### src/rtl/alu_cmd_queue.sv
// rtl/alu_cmd_queue.sv - command FIFO and registered issue stage feeding the 8-bit ALU
// Define ALU_CMD_QUEUE_BYPASS_EN to let a command skip the FIFO when the queue is empty.
module alu_cmd_queue #(
   parameter int DEPTH = 4,
   parameter int WIDTH = 8
) (
   input  logic                     clk,
   input  logic                     rst,
   input  logic                     in_valid,
   output logic                     in_ready,
   input  logic [WIDTH-1:0]         in_a,
   input  logic [WIDTH-1:0]         in_b,
   input  logic [1:0]               in_opcode,
   input  logic                     stall,
   output logic [WIDTH-1:0]         alu_a,
   output logic [WIDTH-1:0]         alu_b,
   output logic [1:0]               alu_opcode,
   output logic                     issue_valid,
   output logic [$clog2(DEPTH):0]   count,
   output logic                     full,
   output logic                     empty
);

   localparam int AW = $clog2(DEPTH);
   localparam int EW = 2 * WIDTH + 2;

   logic [EW-1:0]    mem_q [DEPTH];
   logic [EW-1:0]    mem_d [DEPTH];
   logic [AW-1:0]    wr_ptr_q, wr_ptr_d;
   logic [AW-1:0]    rd_ptr_q, rd_ptr_d;
   logic [AW:0]      count_q, count_d;
   logic [WIDTH-1:0] alu_a_q, alu_a_d;
   logic [WIDTH-1:0] alu_b_q, alu_b_d;
   logic [1:0]       alu_opcode_q, alu_opcode_d;
   logic             issue_valid_q, issue_valid_d;
   logic             push, pop, bypass, store;

   // Handshake flags depend on the registered count only, so in_ready never sees in_valid or stall.
   assign full        = (count_q == (AW+1)'(DEPTH));
   assign empty       = (count_q == '0);
   assign in_ready    = !full;
   assign count       = count_q;
   assign alu_a       = alu_a_q;
   assign alu_b       = alu_b_q;
   assign alu_opcode  = alu_opcode_q;
   assign issue_valid = issue_valid_q;

   always_comb begin
      push = in_valid && in_ready;
      pop  = !empty && !stall;
`ifdef ALU_CMD_QUEUE_BYPASS_EN
      bypass = push && empty && !stall;
`else
      bypass = 1'b0;
`endif
      store         = push && !bypass;
      mem_d         = mem_q;
      wr_ptr_d      = wr_ptr_q;
      rd_ptr_d      = rd_ptr_q;
      alu_a_d       = alu_a_q;
      alu_b_d       = alu_b_q;
      alu_opcode_d  = alu_opcode_q;
      issue_valid_d = 1'b0;

      if (pop) begin
         {alu_a_d, alu_b_d, alu_opcode_d} = mem_q[rd_ptr_q];
         issue_valid_d = 1'b1;
         rd_ptr_d      = rd_ptr_q + AW'(1);
      end else if (bypass) begin
         {alu_a_d, alu_b_d, alu_opcode_d} = {in_a, in_b, in_opcode};
         issue_valid_d = 1'b1;
      end

      if (store) begin
         mem_d[wr_ptr_q] = {in_a, in_b, in_opcode};
         wr_ptr_d        = wr_ptr_q + AW'(1);
      end

      case ({store, pop})
         2'b10:   count_d = count_q + (AW+1)'(1);
         2'b01:   count_d = count_q - (AW+1)'(1);
         default: count_d = count_q;
      endcase
   end

   always_ff @(posedge clk) begin
      mem_q <= mem_d;
      if (rst) begin
         wr_ptr_q      <= '0;
         rd_ptr_q      <= '0;
         count_q       <= '0;
         alu_a_q       <= '0;
         alu_b_q       <= '0;
         alu_opcode_q  <= 2'b00;
         issue_valid_q <= 1'b0;
      end else begin
         wr_ptr_q      <= wr_ptr_d;
         rd_ptr_q      <= rd_ptr_d;
         count_q       <= count_d;
         alu_a_q       <= alu_a_d;
         alu_b_q       <= alu_b_d;
         alu_opcode_q  <= alu_opcode_d;
         issue_valid_q <= issue_valid_d;
      end
   end

endmodule
### config.mk
export PLATFORM = sky130hd
export DESIGN_NAME = alu_cmd_queue
export DESIGN_NICKNAME = d
export VERILOG_FILES = /design/src/rtl/alu_cmd_queue.sv
export SDC_FILE = /design/constraint.sdc
export NUM_CORES = 1
export LEC_CHECK = 0
export BUFFER_PORTS_ARGS = -buffer_cell sky130_fd_sc_hd__buf_2
export CORE_MARGIN = 3
export CORE_UTILIZATION = 53
export CTS_BUF_LIST = sky130_fd_sc_hd__clkbuf_4
export CTS_CLUSTER_SIZE = 16
export DETAILED_ROUTE_END_ITERATION = 6
export PLACE_DENSITY = 0.79
export SETUP_SLACK_MARGIN = 0.02
export SYNTH_ARGS = -nofsm -noshare
export SYNTH_HDL_FRONTEND = slang
export SYNTH_SLANG_ARGS = --single-unit
### constraint.sdc
create_clock -name clk -period 2.5 [get_ports clk]
set_input_delay 0.625 -clock clk [delete_from_list [all_inputs] [get_ports clk]]
set_output_delay 0.625 -clock clk [all_outputs]
set_load 0.02 [all_outputs]
==> parameters.txt, run 1 <==
Parameter                              Value

Run status
  Result of the run    complete, no violations

Drt
  Router iterations before antenna repair    4
  Overall via count from detail_route    1,799
  DRC errors left    0
  Antenna-violating nets left    0
  Per-cell via count in the routed design    5.52
  Starting DRC count in detailed routing    a little under 90
  Routed wire length per instance    17.6 microns
  Routed Wire Length    ~5800 microns

CTS
  Clk Tree Root Cell    sky130_fd_sc_hd__clkbuf_4
  Number of buffers inserted for hold repair after clock tree synthesis    0
  Worst-case clock buffer depth    2
  Clock tree from TritonCTS    done
  Clock latency reported for the late side of the worst-skew pair    420 ps
  Count of cells resized by post-cts repair    0
  Clock Sinks    98
  Clock buffers created by TritonCTS    9
  Number of H-tree levels    3
  Number of setup buffers added after CTS    0
  CTS clock-pin slew for the worst setup and hold paths    130 ps

Timing
  Unrepaired setup endpoints after global routing    false
  TNS Setup    0 ps
  Minimum clock period    2180 ps
  Final setup fails    0
  Portion of the clock cycle consumed by the worst path in the final layout    0.872
  Worst slew margin relative to its limit    0.367
  Hold Fails Final Rpt    0
  Final worst clock skew    around 15 ps
  Slew at the pin closest to its max-slew limit    949 ps
  Number of max-slew violations in the final report    0
  Max Freq    458 MHz

Flow run
  Max-cap violations    0

Critical path
  Crit path max-delay cell type    sky130_fd_sc_hd__or3b_1
  Endpoint required time on the critical path    1880 ps
  Timing endpoint of the critical path    full
  Reg2reg setup slack    approximately 360 ps
  CP max FO    10
  Buffers plus inverters on the worst setup path    3
  Longest individual stage delay on the worst path    410 ps
  Levels on crit path    4
  Cell-by-cell trace of the critical path    or3b_1 > buf_4 > inv_1 > buf_2
  CP Data Arrival Time    1560 ps
  Cell depth of the worst flop-to-flop path    8
  Setup CP Type    flip-flop to primary output
  Reg-to-reg endpoint    count[2]
  Type of element launching the critical path    flip-flop
  Source of the worst register-to-register timing path    count[0]
  Top delay family on crit path    simple AND/OR/NAND/NOR gates
  Critical path startpoint    count[0]
  Worst setup EP type    primary output

Logic synthesis
  Number of flops mapped to enable cells by yosys    about 70
  Syn Nets    around 220
  Count of state elements after synthesis    between 90 and 100
  Sequential area share after synthesis    0.730
  Fraction of synthesis flops using an asynchronous set or reset pin    0
  Number of warnings printed during yosys synthesis    0
  Syn_area_per_cell    between 15 and 20 sq um
  Cell count after synthesis    189
  Count of distinct cell types in the synthesized netlist    32
  Cell area after synthesis    approximately 3700 sq um
  Most used flip-flop cell after synthesis    sky130_fd_sc_hd__edfxtp_1

Cells and area
  Area Overhead vs Synth    10.9%
  Commonest non-fill, non-tap cell in the layout    sky130_fd_sc_hd__edfxtp_1
  Commonest cells after routing, fill and taps aside    sky130_fd_sc_hd__edfxtp_1 (72), sky130_fd_sc_hd__buf_2 (46), sky130_fd_sc_hd__dfxtp_1 (26)
  Total Nets Final    272
  Share of layout cells above drive strength 1    0.378
  Final core utilization    0.623
  # diodes    0

Placement
  Number of port buffers    46
  Routability-driven placement congestion ratio    ~0.75
  Post-DP HPWL    approximately 3700 microns

Power
  Power per unit of standard cell area    914 nW/um^2
  IR drop worst, VDD    about 0.57 mV
  Reported leakage power    1.50 nW

Global route
  First-pass GRT wire length    9260 microns
  Tot GR Track Use    0.163
  Via count of the first global-routing pass    1,881
  Antenna violations before repair    0
  Maximum number of pins on one net before global-route repair    20
  Final global-route overflow total    0

Floorplan
  Starting density of the core    0.562
  Number of top-level pins    47
  Die Width    89.2 microns
  Overall die area    7960 sq um
  Die outline height    89.2 microns
  Core ar.    6530 sq um
  Cell row count    29

Hold path
  Tightest Hold Check Type    primary input to flip-flop
[synth_stat cells (2+ instances only)]
cell	n	area share
sky130_fd_sc_hd__edfxtp_1	72	0.59
sky130_fd_sc_hd__dfxtp_1	26	0.14
sky130_fd_sc_hd__mux4_2	16	0.098
sky130_fd_sc_hd__a22o_1	10	0.024
sky130_fd_sc_hd__a22o_2	8	0.022
sky130_fd_sc_hd__inv_1	8	0.0082
sky130_fd_sc_hd__a21oi_1	5	0.0068
sky130_fd_sc_hd__ha_1	5	0.017
sky130_fd_sc_hd__nor2_1	5	0.0051
sky130_fd_sc_hd__and3_1	4	0.0068
sky130_fd_sc_hd__buf_6	3	0.0092
sky130_fd_sc_hd__a21o_1	2	0.0041
sky130_fd_sc_hd__mux4_1	2	0.014
sky130_fd_sc_hd__nand3_1	2	0.0027
sky130_fd_sc_hd__o21ai_0	2	0.0027
sky130_fd_sc_hd__or3_1	2	0.0034
sky130_fd_sc_hd__xor2_1	2	0.0048
[power breakdown]
group	internal, mW	leakage (nW)	switching, mW	total, mW
combinational	0.440	0.568	0.528	0.968
clock	0.216	0.0570	0.463	0.678
sequential	1.96	0.873	0.112	2.08
total	2.62	1.50	1.10	3.72
[area by class of cell]
cell class	instances	area [sq um]
Clock buffer	11	82.6
Fill cell	486	2460
Clock inverter	5	22.5
Timing Repair Buffer	53	283
Multi-Input combinational cell	73	871
Sequential cell	98	2680
Inverter	9	33.8
Tap cell	77	96.3
[sequential cells by signal, summed over array words and instances (netlist names)]
register and flops:
wr_ptr_q 2, count 3, issue_valid 1, alu_b 8, mem_q 72, alu_opcode 2, alu_a 8, rd_ptr_q 2
[logic make-up after synthesis]
| logic type | after synthesis | synth area share |
|---|---|---|
| xor gates and xnor gates | 2 | 0.00477 |
| buffers and inverters | 18 | 0.0324 |
| AOI/OAI and AO/OA | 30 | 0.0685 |
| muxes | 18 | 0.112 |
| DFF | 98 | 0.730 |
| and+or+nand+nor | 17 | 0.0290 |
| adders and majority gates | 6 | 0.0225 |
[per-layer routing]
metal / track usage / part of all wire / vias up / wire, microns
li1: - / - / 866 / -
met1: 0.198 / 0.43 / 881 / 2490
met2: 0.274 / 0.51 / 47 / 2940
met3: 0.0452 / 0.047 / 5 / 272
met4: 0.0731 / 0.0097 / 0 / 56
met5: 0 / 0 / - / 0
[stage by stage]
step	hold slack (ps)	worst slack, ps	power, mW	area (sq um)	std cells
after floorplan	566	176	2.83	3670	189
after global placement	457	321	3.08	3970	310
after detailed placement	460	268	3.10	3970	310
after CTS	382	282	3.76	4070	326
after global routing	374	138	3.93	4070	326
final	415	319	3.72	4070	326
[worst min-delay path by stage]
stage,from,endpoint,cells past startpoint
floorplan,wr_ptr_q[1],wr_ptr_q[1],3
global placement,alu_a[6],alu_a[6],1
detailed placement,alu_a[1],alu_a[1],1
CTS,in_opcode[1],mem_q[19],1
global route,in_opcode[1],mem_q[1],1
finish,in_b[0],mem_q[38],1
(Power assumes the default switching activity.)
==> inputs of run 2 (changes only) <==
--- a/config.mk
+++ b/config.mk
@@ -5,7 +5,8 @@
 export SDC_FILE = /design/constraint.sdc
 export NUM_CORES = 1
 export LEC_CHECK = 0
-export BUFFER_PORTS_ARGS = -buffer_cell sky130_fd_sc_hd__buf_2
+export BUFFER_PORTS_ARGS = -buffer_cell sky130_fd_sc_hd__buf_4
+export CORE_ASPECT_RATIO = 1.5
 export CORE_MARGIN = 3
 export CORE_UTILIZATION = 53
 export CTS_BUF_LIST = sky130_fd_sc_hd__clkbuf_4
==> parameters.txt, run 2 (synthesized netlist as in run 1, its figures left out) <==
Parameter                              Value

Run status
  Result of the run    complete, no violations

Floorplan
  Overall die area    7980 sq um (+0.26%)
  Core ar.    6620 sq um (+1.4%)
  Starting density of the core    0.555 (-0.00765)
  Number of top-level pins    47 (unchanged)
  Die Width    74.0 microns (-17%)
  Cell row count    36 (+24%)
  Die outline height    108 microns (+21%)

CTS
  Number of setup buffers added after CTS    0 (unchanged)
  Clk Tree Root Cell    sky130_fd_sc_hd__clkbuf_4
  Worst-case clock buffer depth    2 (unchanged)
  Clock Sinks    98 (unchanged)
  Clock buffers created by TritonCTS    9 (unchanged)
  Clock latency reported for the late side of the worst-skew pair    440 ps (+20 ps)
  CTS clock-pin slew for the worst setup and hold paths    140 ps (about the same)
  Number of buffers inserted for hold repair after clock tree synthesis    0 (unchanged)
  Clock tree from TritonCTS    done
  Count of cells resized by post-cts repair    0 (unchanged)
  Number of H-tree levels    3 (unchanged)

Critical path
  Endpoint required time on the critical path    1880 ps (about the same)
  Longest individual stage delay on the worst path    410 ps (about the same)
  Worst setup EP type    primary output
  CP Data Arrival Time    1600 ps (+40 ps)
  Reg2reg setup slack    330 ps (-30 ps)
  Setup CP Type    flip-flop to primary output
  Reg-to-reg endpoint    count[2]
  CP max FO    10 (unchanged)
  Type of element launching the critical path    flip-flop
  Cell depth of the worst flop-to-flop path    9 (+1)
  Cell-by-cell trace of the critical path    or3b_1 > buf_4 > inv_1 > buf_4
  Source of the worst register-to-register timing path    count[0]
  Crit path max-delay cell type    sky130_fd_sc_hd__dfxtp_1
  Most frequent CP cell    sky130_fd_sc_hd__buf_4

Drt
  Starting DRC count in detailed routing    100 (+15%)
  Overall via count from detail_route    1,831 (+1.8%)
  Per-cell via count in the routed design    5.67 (+2.7%)
  DRC errors left    0 (unchanged)
  Router iterations before antenna repair    4 (unchanged)
  Antenna-violating nets left    0 (unchanged)
  Routed wire length per instance    18.2 microns (+3.0%)
  Routed Wire Length    5870 microns (+2.1%)

Flow run
  Max-cap violations    0 (unchanged)

Placement
  Post-DP HPWL    3800 microns (+2.3%)
  Worst slack at placement    252 ps (-15.7 ps)
  Routability-driven placement congestion ratio    0.715 (-4.1%)
  Number of port buffers    46 (unchanged)
  DP Cell Count    307 (-0.97%)

Power
  Total Power Consumption    3.81 mW (+2.4%)
  Power per unit of standard cell area    913 nW/um^2 (-0.16%)
  IR drop worst, VDD    0.700 mV (+22%)
  Reported leakage power    1.52 nW (+1.6%)

Global route
  Final global-route overflow total    0 (unchanged)
  Maximum number of pins on one net before global-route repair    20 (unchanged)
  First-pass GRT wire length    9530 microns (+2.9%)
  Via count of the first global-routing pass    1,893 (+0.64%)
  Tot GR Track Use    0.167 (+0.00347)
  Antenna violations before repair    0 (unchanged)

Timing
  Max Freq    450 MHz (-1.9%)
  Number of max-slew violations in the final report    0 (unchanged)
  Final worst clock skew    15.4 ps (+0.209 ps)
  Minimum clock period    2220 ps (+43.3 ps)
  Slew at the pin closest to its max-slew limit    927 ps (-22.3 ps)
  Hold Fails Final Rpt    0 (unchanged)
  Portion of the clock cycle consumed by the worst path in the final layout    0.890 (+0.0173)
  TNS Setup    0 ps (unchanged)
  Worst slew margin relative to its limit    0.382 (+0.0149)
  Final setup fails    0 (unchanged)
  Final setup slack of the worst path    276 ps (-43.3 ps)
  Unrepaired setup endpoints after global routing    false

Cells and area
  # diodes    0 (unchanged)
  Commonest non-fill, non-tap cell in the layout    sky130_fd_sc_hd__edfxtp_1
  Area Overhead vs Synth    13.7%
  Number of standard cells in the layout, taps in and fillers out    323 (-0.92%)
  Reg with most FFs    mem_q
  Final core utilization    0.630 (+0.00701)
  Total Nets Final    270 (-0.74%)
  Commonest cells after routing, fill and taps aside    sky130_fd_sc_hd__edfxtp_1 (72), sky130_fd_sc_hd__buf_4 (51), sky130_fd_sc_hd__dfxtp_1 (26)
  Flip-flop count of the largest register after layout    72 (unchanged)
  Share of layout cells above drive strength 1    0.389 (+0.0112)

Hold path
  Cell depth of the worst min-delay path    1 (unchanged)
  Tightest Hold Check Type    primary input to flip-flop
  Launch point of the worst hold path    in_a[2]
  Endpoint of the worst hold-timing path    mem_q[30]
[run 2: cell count changes in the layout (fill, tap and decap cells not counted)]
cell,previous run,this run
sky130_fd_sc_hd__clkbuf_4,11,10
sky130_fd_sc_hd__buf_2,46,0
sky130_fd_sc_hd__buf_4,7,51
sky130_fd_sc_hd__clkinvlp_4,1,0
sky130_fd_sc_hd__clkinv_4,0,1
sky130_fd_sc_hd__clkinv_1,4,0
sky130_fd_sc_hd__clkinv_2,0,5
[run 2: critical path: cells and delay by family, from the launching register on]
kind	cells	cell delay, ps
buf+inv	3	360
simple gates	1	390
flops	1	410
[run 2: worst max-delay path by stage]
stage,startpoint,endpoint,depth (start not counted)
finish,count[2],full,4
global route,count[0],count[2],9
CTS,count[0],full,4
detailed placement,stall,count[2],8
global placement,stall,count[2],8
floorplan,count[2],count[2],9
[run 2: final cells by class]
type	count	area (sq um)
Sequential cell	98	2680
Fill cell	471	2450
Multi-Input combinational cell	73	871
Timing Repair Buffer	51	383
Tap cell	76	95.1
Clock buffer	10	75.1
Clock inverter	6	33.8
Inverter	9	33.8
[run 2: where the power goes]
group | internal (mW) | switching [mW] | total, mW
combinational | 0.502 | 0.552 | 1.05
sequential | 1.96 | 0.0959 | 2.06
clock | 0.210 | 0.486 | 0.696
[run 2: per-stage QoR]
stage	hold slack [ps]	cell area, sq um
after floorplan	566	3670
after global placement	460	4070
after detailed placement	465	4070
after CTS	352	4170
after global routing	349	4170
final	375	4170
[run 2: layer usage]
metal,track usage,vias up,wire (microns)
met2,0.291,39,3260
met5,0,-,0
met1,0.186,925,2210
li1,-,856,-
met3,0.0409,11,255
met4,0.0816,0,145
